==> src/rtl/flash_boot_pkg.sv <==
// Shared types and constants for the flash-to-RAM boot copy engine.
package flash_boot_pkg;
    localparam int IDX_W = 20;
    localparam int WB_AW = 32;
    localparam int WB_DW = 32;
    localparam int WB_SW = 4;
    localparam int TMR_W = 8;

    typedef enum logic [2:0] {
        ST_IDLE = 3'd0,
        ST_RD   = 3'd1,
        ST_GAP  = 3'd2,
        ST_WR   = 3'd3,
        ST_DONE = 3'd4,
        ST_ERR  = 3'd5
    } state_e;

    // Byte address of a word; wraps modulo 2^32 by construction.
    function automatic logic [WB_AW-1:0] word_addr(input logic [WB_AW-1:0] base,
                                                   input logic [IDX_W-1:0] idx);
        return base + {{(WB_AW-IDX_W-2){1'b0}}, idx, 2'b00};
    endfunction
endpackage

==> src/rtl/wb_ack_timer.sv <==
// Per-access ack watchdog: loads on access entry, flags the last allowed cycle.
module wb_ack_timer
    import flash_boot_pkg::*;
#(
    parameter logic [TMR_W-1:0] TIMEOUT = 8'd64
) (
    input  logic wb_clk_i,
    input  logic wb_rst_n_i,
    input  logic load_i,
    output logic expired_o
);
    logic [TMR_W-1:0] cnt_q, cnt_d;

    // Down-counter: cycle 1 of an access holds TIMEOUT-1, cycle TIMEOUT holds zero.
    always_comb begin
        cnt_d = cnt_q;
        if (load_i) begin
            cnt_d = TIMEOUT - TMR_W'(1);
        end else if (cnt_q != '0) begin
            cnt_d = cnt_q - TMR_W'(1);
        end
    end

    always_ff @(posedge wb_clk_i) begin
        if (!wb_rst_n_i) begin
            cnt_q <= '0;
        end else begin
            cnt_q <= cnt_d;
        end
    end

    assign expired_o = (cnt_q == '0);
endmodule

==> src/rtl/flash_boot_loader.sv <==
// Copies WORDS words from flash to boot RAM over two Wishbone masters,
// holding the CPU in reset until the copy finishes.
//
// state | meaning
// IDLE  | one cycle after reset release
// RD    | flash read in flight
// GAP   | both buses idle one cycle so a stale flash ack can clear
// WR    | RAM write in flight
// DONE  | copy complete, CPU released
// ERR   | ack timeout, CPU held in reset
module flash_boot_loader
    import flash_boot_pkg::*;
#(
    parameter logic [WB_AW-1:0] SRC_BASE = 32'h0000_0000,
    parameter logic [WB_AW-1:0] DST_BASE = 32'h0000_0000,
    parameter logic [IDX_W-1:0] WORDS    = 20'd1024,
    parameter logic [TMR_W-1:0] TIMEOUT  = 8'd64
) (
    input  logic             wb_clk_i,
    input  logic             wb_rst_n_i,
    output logic [WB_AW-1:0] fl_adr_o,
    input  logic [WB_DW-1:0] fl_dat_i,
    output logic [WB_SW-1:0] fl_sel_o,
    output logic             fl_we_o,
    output logic             fl_cyc_o,
    output logic             fl_stb_o,
    input  logic             fl_ack_i,
    output logic [WB_AW-1:0] ram_adr_o,
    output logic [WB_DW-1:0] ram_dat_o,
    output logic [WB_SW-1:0] ram_sel_o,
    output logic             ram_we_o,
    output logic             ram_cyc_o,
    output logic             ram_stb_o,
    input  logic             ram_ack_i,
    output logic             cpu_rst_o,
    output logic             done_o,
    output logic             err_o,
    output logic [WB_DW-1:0] csum_o
);
    state_e           state_q, state_d;
    logic [IDX_W-1:0] idx_q, idx_d;
    logic             first_q, first_d;
    logic [WB_DW-1:0] buf_q, buf_d;
    logic [WB_DW-1:0] csum_q, csum_d;
    logic             fl_cyc_q, fl_cyc_d;
    logic [WB_AW-1:0] fl_adr_q, fl_adr_d;
    logic             ram_cyc_q, ram_cyc_d;
    logic [WB_AW-1:0] ram_adr_q, ram_adr_d;
    logic             done_q, done_d;
    logic             err_q, err_d;
    logic             cpu_rst_q, cpu_rst_d;
    logic             tmr_load;
    logic             tmr_expired;
    logic             fl_ack_ok;

    wb_ack_timer #(.TIMEOUT(TIMEOUT)) u_timer (
        .wb_clk_i  (wb_clk_i),
        .wb_rst_n_i(wb_rst_n_i),
        .load_i    (tmr_load),
        .expired_o (tmr_expired)
    );

    // The first RD cycle may still see an ack left over from the slave's previous cycle.
    assign fl_ack_ok = fl_cyc_q && !first_q && fl_ack_i;

    always_comb begin
        state_d   = state_q;
        idx_d     = idx_q;
        first_d   = 1'b0;
        buf_d     = buf_q;
        csum_d    = csum_q;
        fl_cyc_d  = fl_cyc_q;
        fl_adr_d  = fl_adr_q;
        ram_cyc_d = ram_cyc_q;
        ram_adr_d = ram_adr_q;
        done_d    = done_q;
        err_d     = err_q;
        cpu_rst_d = cpu_rst_q;
        tmr_load  = 1'b0;
        unique case (state_q)
            ST_IDLE: begin
                state_d  = ST_RD;
                idx_d    = '0;
                fl_cyc_d = 1'b1;
                fl_adr_d = word_addr(SRC_BASE, '0);
                first_d  = 1'b1;
                tmr_load = 1'b1;
            end
            ST_RD: begin
                if (fl_ack_ok) begin
                    buf_d    = fl_dat_i;
                    csum_d   = csum_q + fl_dat_i;
                    fl_cyc_d = 1'b0;
                    state_d  = ST_GAP;
                end else if (tmr_expired) begin
                    fl_cyc_d = 1'b0;
                    err_d    = 1'b1;
                    state_d  = ST_ERR;
                end
            end
            ST_GAP: begin
                ram_cyc_d = 1'b1;
                ram_adr_d = word_addr(DST_BASE, idx_q);
                tmr_load  = 1'b1;
                state_d   = ST_WR;
            end
            ST_WR: begin
                if (ram_ack_i) begin
                    ram_cyc_d = 1'b0;
                    if (idx_q == WORDS - IDX_W'(1)) begin
                        done_d    = 1'b1;
                        cpu_rst_d = 1'b0;
                        state_d   = ST_DONE;
                    end else begin
                        idx_d    = idx_q + IDX_W'(1);
                        fl_cyc_d = 1'b1;
                        fl_adr_d = word_addr(SRC_BASE, idx_q + IDX_W'(1));
                        first_d  = 1'b1;
                        tmr_load = 1'b1;
                        state_d  = ST_RD;
                    end
                end else if (tmr_expired) begin
                    ram_cyc_d = 1'b0;
                    err_d     = 1'b1;
                    state_d   = ST_ERR;
                end
            end
            default: ;
        endcase
    end

    always_ff @(posedge wb_clk_i) begin
        if (!wb_rst_n_i) begin
            state_q   <= ST_IDLE;
            idx_q     <= '0;
            first_q   <= 1'b0;
            buf_q     <= '0;
            csum_q    <= '0;
            fl_cyc_q  <= 1'b0;
            fl_adr_q  <= '0;
            ram_cyc_q <= 1'b0;
            ram_adr_q <= '0;
            done_q    <= 1'b0;
            err_q     <= 1'b0;
            cpu_rst_q <= 1'b1;
        end else begin
            state_q   <= state_d;
            idx_q     <= idx_d;
            first_q   <= first_d;
            buf_q     <= buf_d;
            csum_q    <= csum_d;
            fl_cyc_q  <= fl_cyc_d;
            fl_adr_q  <= fl_adr_d;
            ram_cyc_q <= ram_cyc_d;
            ram_adr_q <= ram_adr_d;
            done_q    <= done_d;
            err_q     <= err_d;
            cpu_rst_q <= cpu_rst_d;
        end
    end

    assign fl_adr_o  = fl_adr_q;
    assign fl_sel_o  = {WB_SW{fl_cyc_q}};
    assign fl_we_o   = 1'b0;
    assign fl_cyc_o  = fl_cyc_q;
    assign fl_stb_o  = fl_cyc_q;
    assign ram_adr_o = ram_adr_q;
    assign ram_dat_o = buf_q;
    assign ram_sel_o = {WB_SW{ram_cyc_q}};
    assign ram_we_o  = ram_cyc_q;
    assign ram_cyc_o = ram_cyc_q;
    assign ram_stb_o = ram_cyc_q;
    assign cpu_rst_o = cpu_rst_q;
    assign done_o    = done_q;
    assign err_o     = err_q;
    assign csum_o    = csum_q;
endmodule

==> config.mk <==
export PLATFORM = sky130hd
export DESIGN_NAME = flash_boot_loader
export DESIGN_NICKNAME = d
export VERILOG_FILES = /design/src/rtl/flash_boot_pkg.sv /design/src/rtl/wb_ack_timer.sv /design/src/rtl/flash_boot_loader.sv
export SDC_FILE = /design/constraint.sdc
export NUM_CORES = 1
export LEC_CHECK = 0
export CORE_AREA = 2 2 125 127
export CTS_BUF_LIST = sky130_fd_sc_hd__clkbuf_8
export CTS_CLUSTER_DIAMETER = 40
export DETAILED_ROUTE_END_ITERATION = 8
export DIE_AREA = 0 0 127 129
export PLACE_DENSITY = 0.84
export SYNTH_ARGS = -nofsm -noshare
export SYNTH_HDL_FRONTEND = slang
export SYNTH_SLANG_ARGS = --single-unit
==> constraint.sdc <==
create_clock -name wb_clk_i -period 2.6 [get_ports wb_clk_i]
set_clock_uncertainty 0.15 [all_clocks]
set_input_delay 0.26 -clock wb_clk_i [delete_from_list [all_inputs] [get_ports wb_clk_i]]
set_output_delay 0.26 -clock wb_clk_i [all_outputs]
set_load 0.01 [all_outputs]
==> qor.yml, run 1 <==
status:
  outcome: "completed"
route:
  firstDrtPassIters: 5
  wl_per_cell_microns: 14.82
  vias: 6679
  drcViolationCount: 0
  via_per_inst: 5.272
  first_iter_violations: 380
  drt_wl_total_mm: 18.77
  ant_nets: 0
floorplan:
  coreArea_sq_um: 14980
  die_h_microns: 129
  ios: 181
  die-area_sq_um: 16380
  rows: 45
  initial_core_util_pct: 44.28
  die-width_microns: 127
logic_synthesis:
  synth_area_leaders: "dfxtp_1 37%, nand2_1 10%, a21oi_1 9.1%"
  synthDistinctLibCells: 63
  netlist_instances: 855
  async_reset_ff_share_pct: 0
  ys.flop_type: "dfxtp_1"
  synth.top_cell.area_share_pct: 36.53
  ys_seq_elements: 121
  yosysTopAreaCell: "dfxtp_1"
  syn_area_per_cell_sq_um: 7.756
  yosysWarningCount: 0
  synth_most_common_cell: "nand2_1"
  syn_area_sq_um: 6631
  synth_edf_count: 0
  ys_top_cells_by_count: "183 x nand2_1, 121 x dfxtp_1, 120 x a21oi_1, 58 x nor2_1, 39 x buf_4"
  seq_area_frac_synth_pct: 36.53
pwr:
  comb_power_share_pct: 16.3
  p_leak_nw: 3.665
  switchingPower_mw: 1.249
  p_int_mw: 3.196
  clockPowerShare_pct: 40.0
  sequentialPowerShare_pct: 43.6
  swShare_pct: 28.11
  ir_drop_mv: 0.3035
  powerDensity_nw_per_um2: 478.9
placed_design:
  place_congestion: 0.8817
  io_buffers: 155
  dpl.hpwl_mm: 13.30
  dp.cells: 1231
cts:
  clockRootBuffer: "clkbuf_8"
  cts_made_buffers: 17
  clock_path_buffers: 2
  clk_latency_ns: 0.46
  htreeDepth: 4
  numClockSinks: 121
  cts_tree: "built"
  clkTransAtPathRegs_ns: 0.08
layout:
  diodes: 0
  final_cell_count_no_fill: 1267
  finalNetCount: 1136
  area_delta_synth_final_pct: 39.98
  drive_above_1_share_pct: 14.74
sta:
  drv_slew: 0
  setup_viol: 0
  tightest_slew_ns: 0.7630
  hold_viol_final: 0
  fmaxAchievable_ghz: 0.3956
  relSlewSlack_pct: 49.01
  period_share_pct: 97.22
  fin_crit_ns: 2.528
  finalSetupTns_ns: 0
hold_path:
  hold_class: "input port to flop"
  hp-start: "fl_dat_i[25]"
worst_setup_path:
  setup.worst_path.start_class: "input port"
  arrival_ns: 2.77
  cp_max_fo: 3
  r2r_start: "csum_o[0]"
  crit_start: "fl_dat_i[0]"
  crit_type: "input port to flop"
  required_ns: 2.84
  cp-end-kind: "flop"
grt:
  grt_pass1_wl_mm: 29.64
  grt_pass1_vias: 6238
  antenna_found_initial: 0
  grt_max_degree: 65
  grt_overflow_total: 0
  grt_use_total_pct: 22.29
run:
  cap_violations: 0
per-stage QoR:
| stage | area [sq um] | hold WS [ns] | setup WS, ns | total power [mW] | utilization (%) |
|---|---|---|---|---|---|
| 2_1_floorplan | 6725 | 0.2460 | 0.03353 | 2.389 | - |
| 3_3_place_gp | 8737 | 0.2916 | -0.4149 | 2.662 | 58.34 |
| 3_5_place_dp | 8737 | 0.2957 | -0.4434 | 2.674 | 58.34 |
| 4_1_cts | 9173 | 0.2249 | 0.03883 | 4.444 | 61.24 |
| 5_1_grt | 9283 | 0.2489 | -0.01112 | 4.623 | 61.98 |
| 6_report | 9283 | 0.2463 | 0.07235 | 4.445 | 61.98 |
state kept, by name, indices dropped and copies added (netlist names):
| signal | cells |
|---|---|
| cpu_rst_o | 1 |
| csum_o | 32 |
| done_o | 1 |
| err_o | 1 |
| first_q | 1 |
| fl_adr_o | 20 |
| fl_cyc_o | 1 |
| ram_adr_o | 20 |
| ram_cyc_o | 1 |
| ram_dat_o | 32 |
| state_q | 3 |
| u_timer.cnt_q | 8 |
worst max-delay path, cell delays in order:
cell and delay (ns):
clkdlybuf4s50_1 0.53, ha_4 0.16, fa_2 0.25, a21oi_4 0.07
o211ai_2 0.18, a21oi_2 0.09, o221a_4 0.24, nor2_4 0.12
a31oi_2 0.10, buf_4 0.15, or4_1 0.51, nand3_1 0.09
cells by family (layout without fill, tap and decap cells):
| group | Yosys count | in the layout | synth area share (%) |
|---|---|---|---|
| other | 1 | 25 | 0.05655 |
| multiplexers | 3 | 3 | 0.4528 |
| flip-flops | 121 | 121 | 36.53 |
| adder cells (fa/ha/maj) | 34 | 34 | 6.528 |
| buffers and inverters | 97 | 297 | 8.151 |
| AND/OR/NAND/NOR | 343 | 343 | 23.34 |
| XOR/XNOR | 46 | 46 | 6.076 |
| AO/OA/AOI/OAI | 210 | 210 | 18.87 |
cells in the final DEF (no fill, tap or decap), types with 4 or more instances in the layout:
| cell | n |
|---|---|
| a211oi_1 | 4 |
| a21o_1 | 15 |
| a21oi_1 | 119 |
| a31oi_1 | 6 |
| and2_1 | 5 |
| and3_1 | 8 |
| and4_1 | 5 |
| buf_4 | 90 |
| clkbuf_8 | 17 |
| clkdlybuf4s50_1 | 155 |
| clkinv_4 | 4 |
| conb_1 | 25 |
| dfxtp_1 | 120 |
| ha_1 | 28 |
| ha_4 | 4 |
| inv_1 | 19 |
| nand2_1 | 182 |
| nand2b_1 | 8 |
| nand3_1 | 26 |
| nand4_1 | 13 |
| nor2_1 | 57 |
| nor3_1 | 9 |
| nor3_2 | 7 |
| o211ai_1 | 8 |
| o21ai_0 | 21 |
| or3_1 | 4 |
| xnor2_1 | 20 |
| xor2_1 | 26 |
metal layers:
metal	up-vias	wire length, microns	track usage (%)
met5	-	0	0
met4	0	316	7.111
met3	31	1188	5.696
met2	254	9253	38.77
met1	3080	8015	27.13
li1	3314	-	-
layout make-up:
class | instances | area, sq um
Fill cell | 1294 | 5694
Multi-Input combinational cell | 661 | 3879
Sequential cell | 121 | 2424
Timing Repair Buffer | 247 | 2267
Tap cell | 188 | 235.2
Clock buffer | 17 | 234.0
Clock inverter | 15 | 176.4
Inverter | 18 | 67.56
power by group through the flow:
stage | clock (mW) | combinational, mW | sequential, mW
after floorplan | 0 | 0.405 | 1.98
after global placement | 0 | 0.683 | 1.98
after detailed placement | 0 | 0.693 | 1.98
after CTS | 1.80 | 0.702 | 1.94
after global routing | 1.89 | 0.789 | 1.95
final | 1.78 | 0.727 | 1.94
timing repair:
item,4_1_cts,5_1_grt
hold buffers,0,0
resized for setup,1,22
pin swaps,3,4
setup endpoints to repair,4,9
setup buffers,3,1
path summary, 6_finish.rpt:
path / endpoint / slack [ns] / depth (start not counted)
setup / recovery: csum_o[30] / 0.07 / 12
hold / removal: ram_dat_o[25] / 0.25 / 3
setup reg to reg: csum_o[30] / 0.09 / 11
hold reg to reg: ram_dat_o[3] / 0.31 / 2
Note: power is estimated with default switching activity, not from simulation.
==> run 2, diff against run 1 <==
- MAX_ROUTING_LAYER: default -> met4
- SLEW_MARGIN: default -> 25
==> run 2 against run 1 <==
Net effect:
- clock-buffer cell count grew 1
- global-route usage grew 0.67 points
- flip-flop and latch count stayed put
- largest cell class unchanged
- core utilization increased by 0.092 points
- first-iteration DRC count down 4.7%
- power down 0.65%
- sequential share of layout area about the same
- largest power group unchanged
- critical path type is now flop to flop
- cell count rose by 0.24%
- die area did not move
- fmax decreased by 0.19%
- non-clock buffer count increased by 3
==> qor.yml, run 2 (synthesized netlist as in run 1, its figures left out) <==
worst_setup_path:
  required_ns: 2.79  # -0.05 ns
  critical-path-slowest-cell: "fa_2"
  crit_type: "flop to flop"
  max_stage_delay_ns: 0.41  # -0.12 ns
  r2r_start: "csum_o[0]"
  crit_start: "csum_o[0]"
  cp_max_fo: 3  # unchanged
  cp-end-kind: "flop"
  reg2reg_slack_ns: 0.07  # -0.02 ns
  arrival_ns: 2.72  # -0.05 ns
  r2r_end: "csum_o[26]"
  crit_chain: "ha_4 > fa_2 > a21oi_4 > o211ai_2 > a21oi_2 > o221a_4 > nor2_4 > a31oi_4 > a2111oi_4 > a311o_1"
  setup.worst_path.start_class: "flop"
  crit_end: "csum_o[26]"
  reg2reg_depth: 10  # -1
sta:
  fin_crit_ns: 2.532  # +0.004817 ns
  setup_viol: 0  # unchanged
  fmaxAchievable_ghz: 0.3949  # -0.19%
  rsz0062_at_grt: "yes"
  tightest_slew_ns: 0.7079  # -0.05514 ns
  worst_hold_slack_ns: 0.2312  # -0.01514 ns
  relSlewSlack_pct: 52.69  # +3.7 points
  hold_viol_final: 0  # unchanged
  drv_slew: 0  # unchanged
  period_share_pct: 97.40  # +0.19 points
  finalSetupTns_ns: 0  # unchanged
route:
  wl_per_cell_microns: 14.44  # -2.6%
  ant_nets: 0  # unchanged
  via_per_inst: 5.237  # -0.65%
  drcViolationCount: 0  # unchanged
  first_iter_violations: 362  # -4.7%
  vias: 6651  # -0.42%
  firstDrtPassIters: 5  # unchanged
  drt_wl_total_mm: 18.33  # -2.3%
pwr:
  p_leak_nw: 3.681  # +0.45%
  powerDensity_nw_per_um2: 475.1  # -0.79%
  ir_drop_mv: 0.3487  # +15%
placed_design:
  dpl.hpwl_mm: 13.20  # -0.71%
  io_buffers: 155  # unchanged
  place_congestion: 0.9075  # +2.9%
layout:
  mostFrequentLayoutCells: "182 x nand2_1, 155 x clkdlybuf4s50_1, 120 x dfxtp_1"
  fillers: 1266  # -2.2%
  finalNetCount: 1139  # +0.26%
  fin_util_pct: 62.07  # +0.092 points
  area_delta_synth_final_pct: 40.19
  diodes: 0  # unchanged
  layout_commonest_cell: "nand2_1"
  drive_above_1_share_pct: 14.60  # -0.13 points
floorplan:
  coreArea_sq_um: 14980  # unchanged
  ios: 181  # unchanged
  die-area_sq_um: 16380  # unchanged
  die-width_microns: 127  # unchanged
  initial_core_util_pct: 44.28  # unchanged
  die_h_microns: 129  # unchanged
  rows: 45  # unchanged
cts:
  htreeDepth: 4  # unchanged
  clkTransAtPathRegs_ns: 0.08  # about the same
  clock_path_buffers: 2  # unchanged
  clk_latency_ns: 0.45  # about the same
  hold_buffers: 0  # unchanged
  cts_tree: "built"
  cts_made_buffers: 17  # unchanged
  clockRootBuffer: "clkbuf_8"
  numClockSinks: 121  # unchanged
grt:
  antenna_found_initial: 0  # unchanged
  grt_use_total_pct: 22.96  # +0.67 points
  grt_max_degree: 65  # unchanged
  grt_overflow_total: 0  # unchanged
  grt_pass1_vias: 6187  # -0.82%
  grt_pass1_wl_mm: 29.60  # -0.11%
run:
  cap_violations: 0  # unchanged
hold_path:
  hold_class: "input port to flop"
status:
  outcome: "completed"
==> run 2: area by class of cell <==
type / instances / area [sq um] / share of cell area, %
Inverter: 18 / 67.56 / 0.7268
Tap cell: 188 / 235.2 / 2.530
Multi-Input combinational cell: 661 / 3866 / 41.59
Timing Repair Buffer: 250 / 2293 / 24.67
Clock inverter: 14 / 162.7 / 1.750
Sequential cell: 121 / 2424 / 26.07
Clock buffer: 18 / 247.7 / 2.665
==> run 2: where the power goes <==
| group | total, mW | internal [mW] | switching [mW] |
|---|---|---|---|
| Combinational | 0.715 | 0.343 | 0.371 |
| Sequential | 1.94 | 1.90 | 0.0426 |
| Clock | 1.76 | 0.903 | 0.859 |
==> run 2: through the flow <==
| stage | power, mW | cell area, sq um | instances | worst slack (ns) |
|---|---|---|---|---|
| final | 4.417 | 9296 | 1270 | 0.06754 |
| after global routing | 4.601 | 9296 | 1270 | -0.05856 |
| after CTS | 4.420 | 9188 | 1267 | 0.006591 |
| after detailed placement | 2.669 | 8760 | 1234 | -0.5047 |
| after global placement | 2.660 | 8760 | 1234 | -0.4289 |
| after floorplan | 2.389 | 6725 | 879 | 0.03353 |
==> run 2: critical path: cells and delay by family (launching register included) <==
kind,cells,cell delay [ns]
AO/OA/AOI/OAI,7,1.31
adder cells (fa/ha/maj),2,0.57
flip-flops,1,0.34
AND/OR/NAND/NOR,1,0.04
==> run 2: worst min path at each step <==
| stage | from | end | slack [ns] | cells after the start |
|---|---|---|---|---|
| final | fl_dat_i[25] | ram_dat_o[25] | 0.23 | 3 |
| after global routing | fl_dat_i[10] | ram_dat_o[10] | 0.25 | 3 |
| after CTS | fl_dat_i[25] | ram_dat_o[25] | 0.22 | 3 |
| after detailed placement | ram_dat_o[2] | ram_dat_o[2] | 0.30 | 2 |
| after global placement | ram_dat_o[17] | ram_dat_o[17] | 0.29 | 2 |
| after floorplan | fl_dat_i[0] | ram_dat_o[0] | 0.25 | 2 |
==> run 2: metal layers <==
layer / global-route usage [%] / routed length, microns
met5: - / 0
met3: 4.574 / 974
met4: 8.080 / 386
met2: 38.46 / 8854
met1: 27.66 / 8116
==> run 2: what timing repair did <==
action                     CTS  global route
setup endpoints to repair    3             8
hold endpoints to repair     0             0
setup buffers                1             3
pin swaps                    2            12
resized for setup            2            19
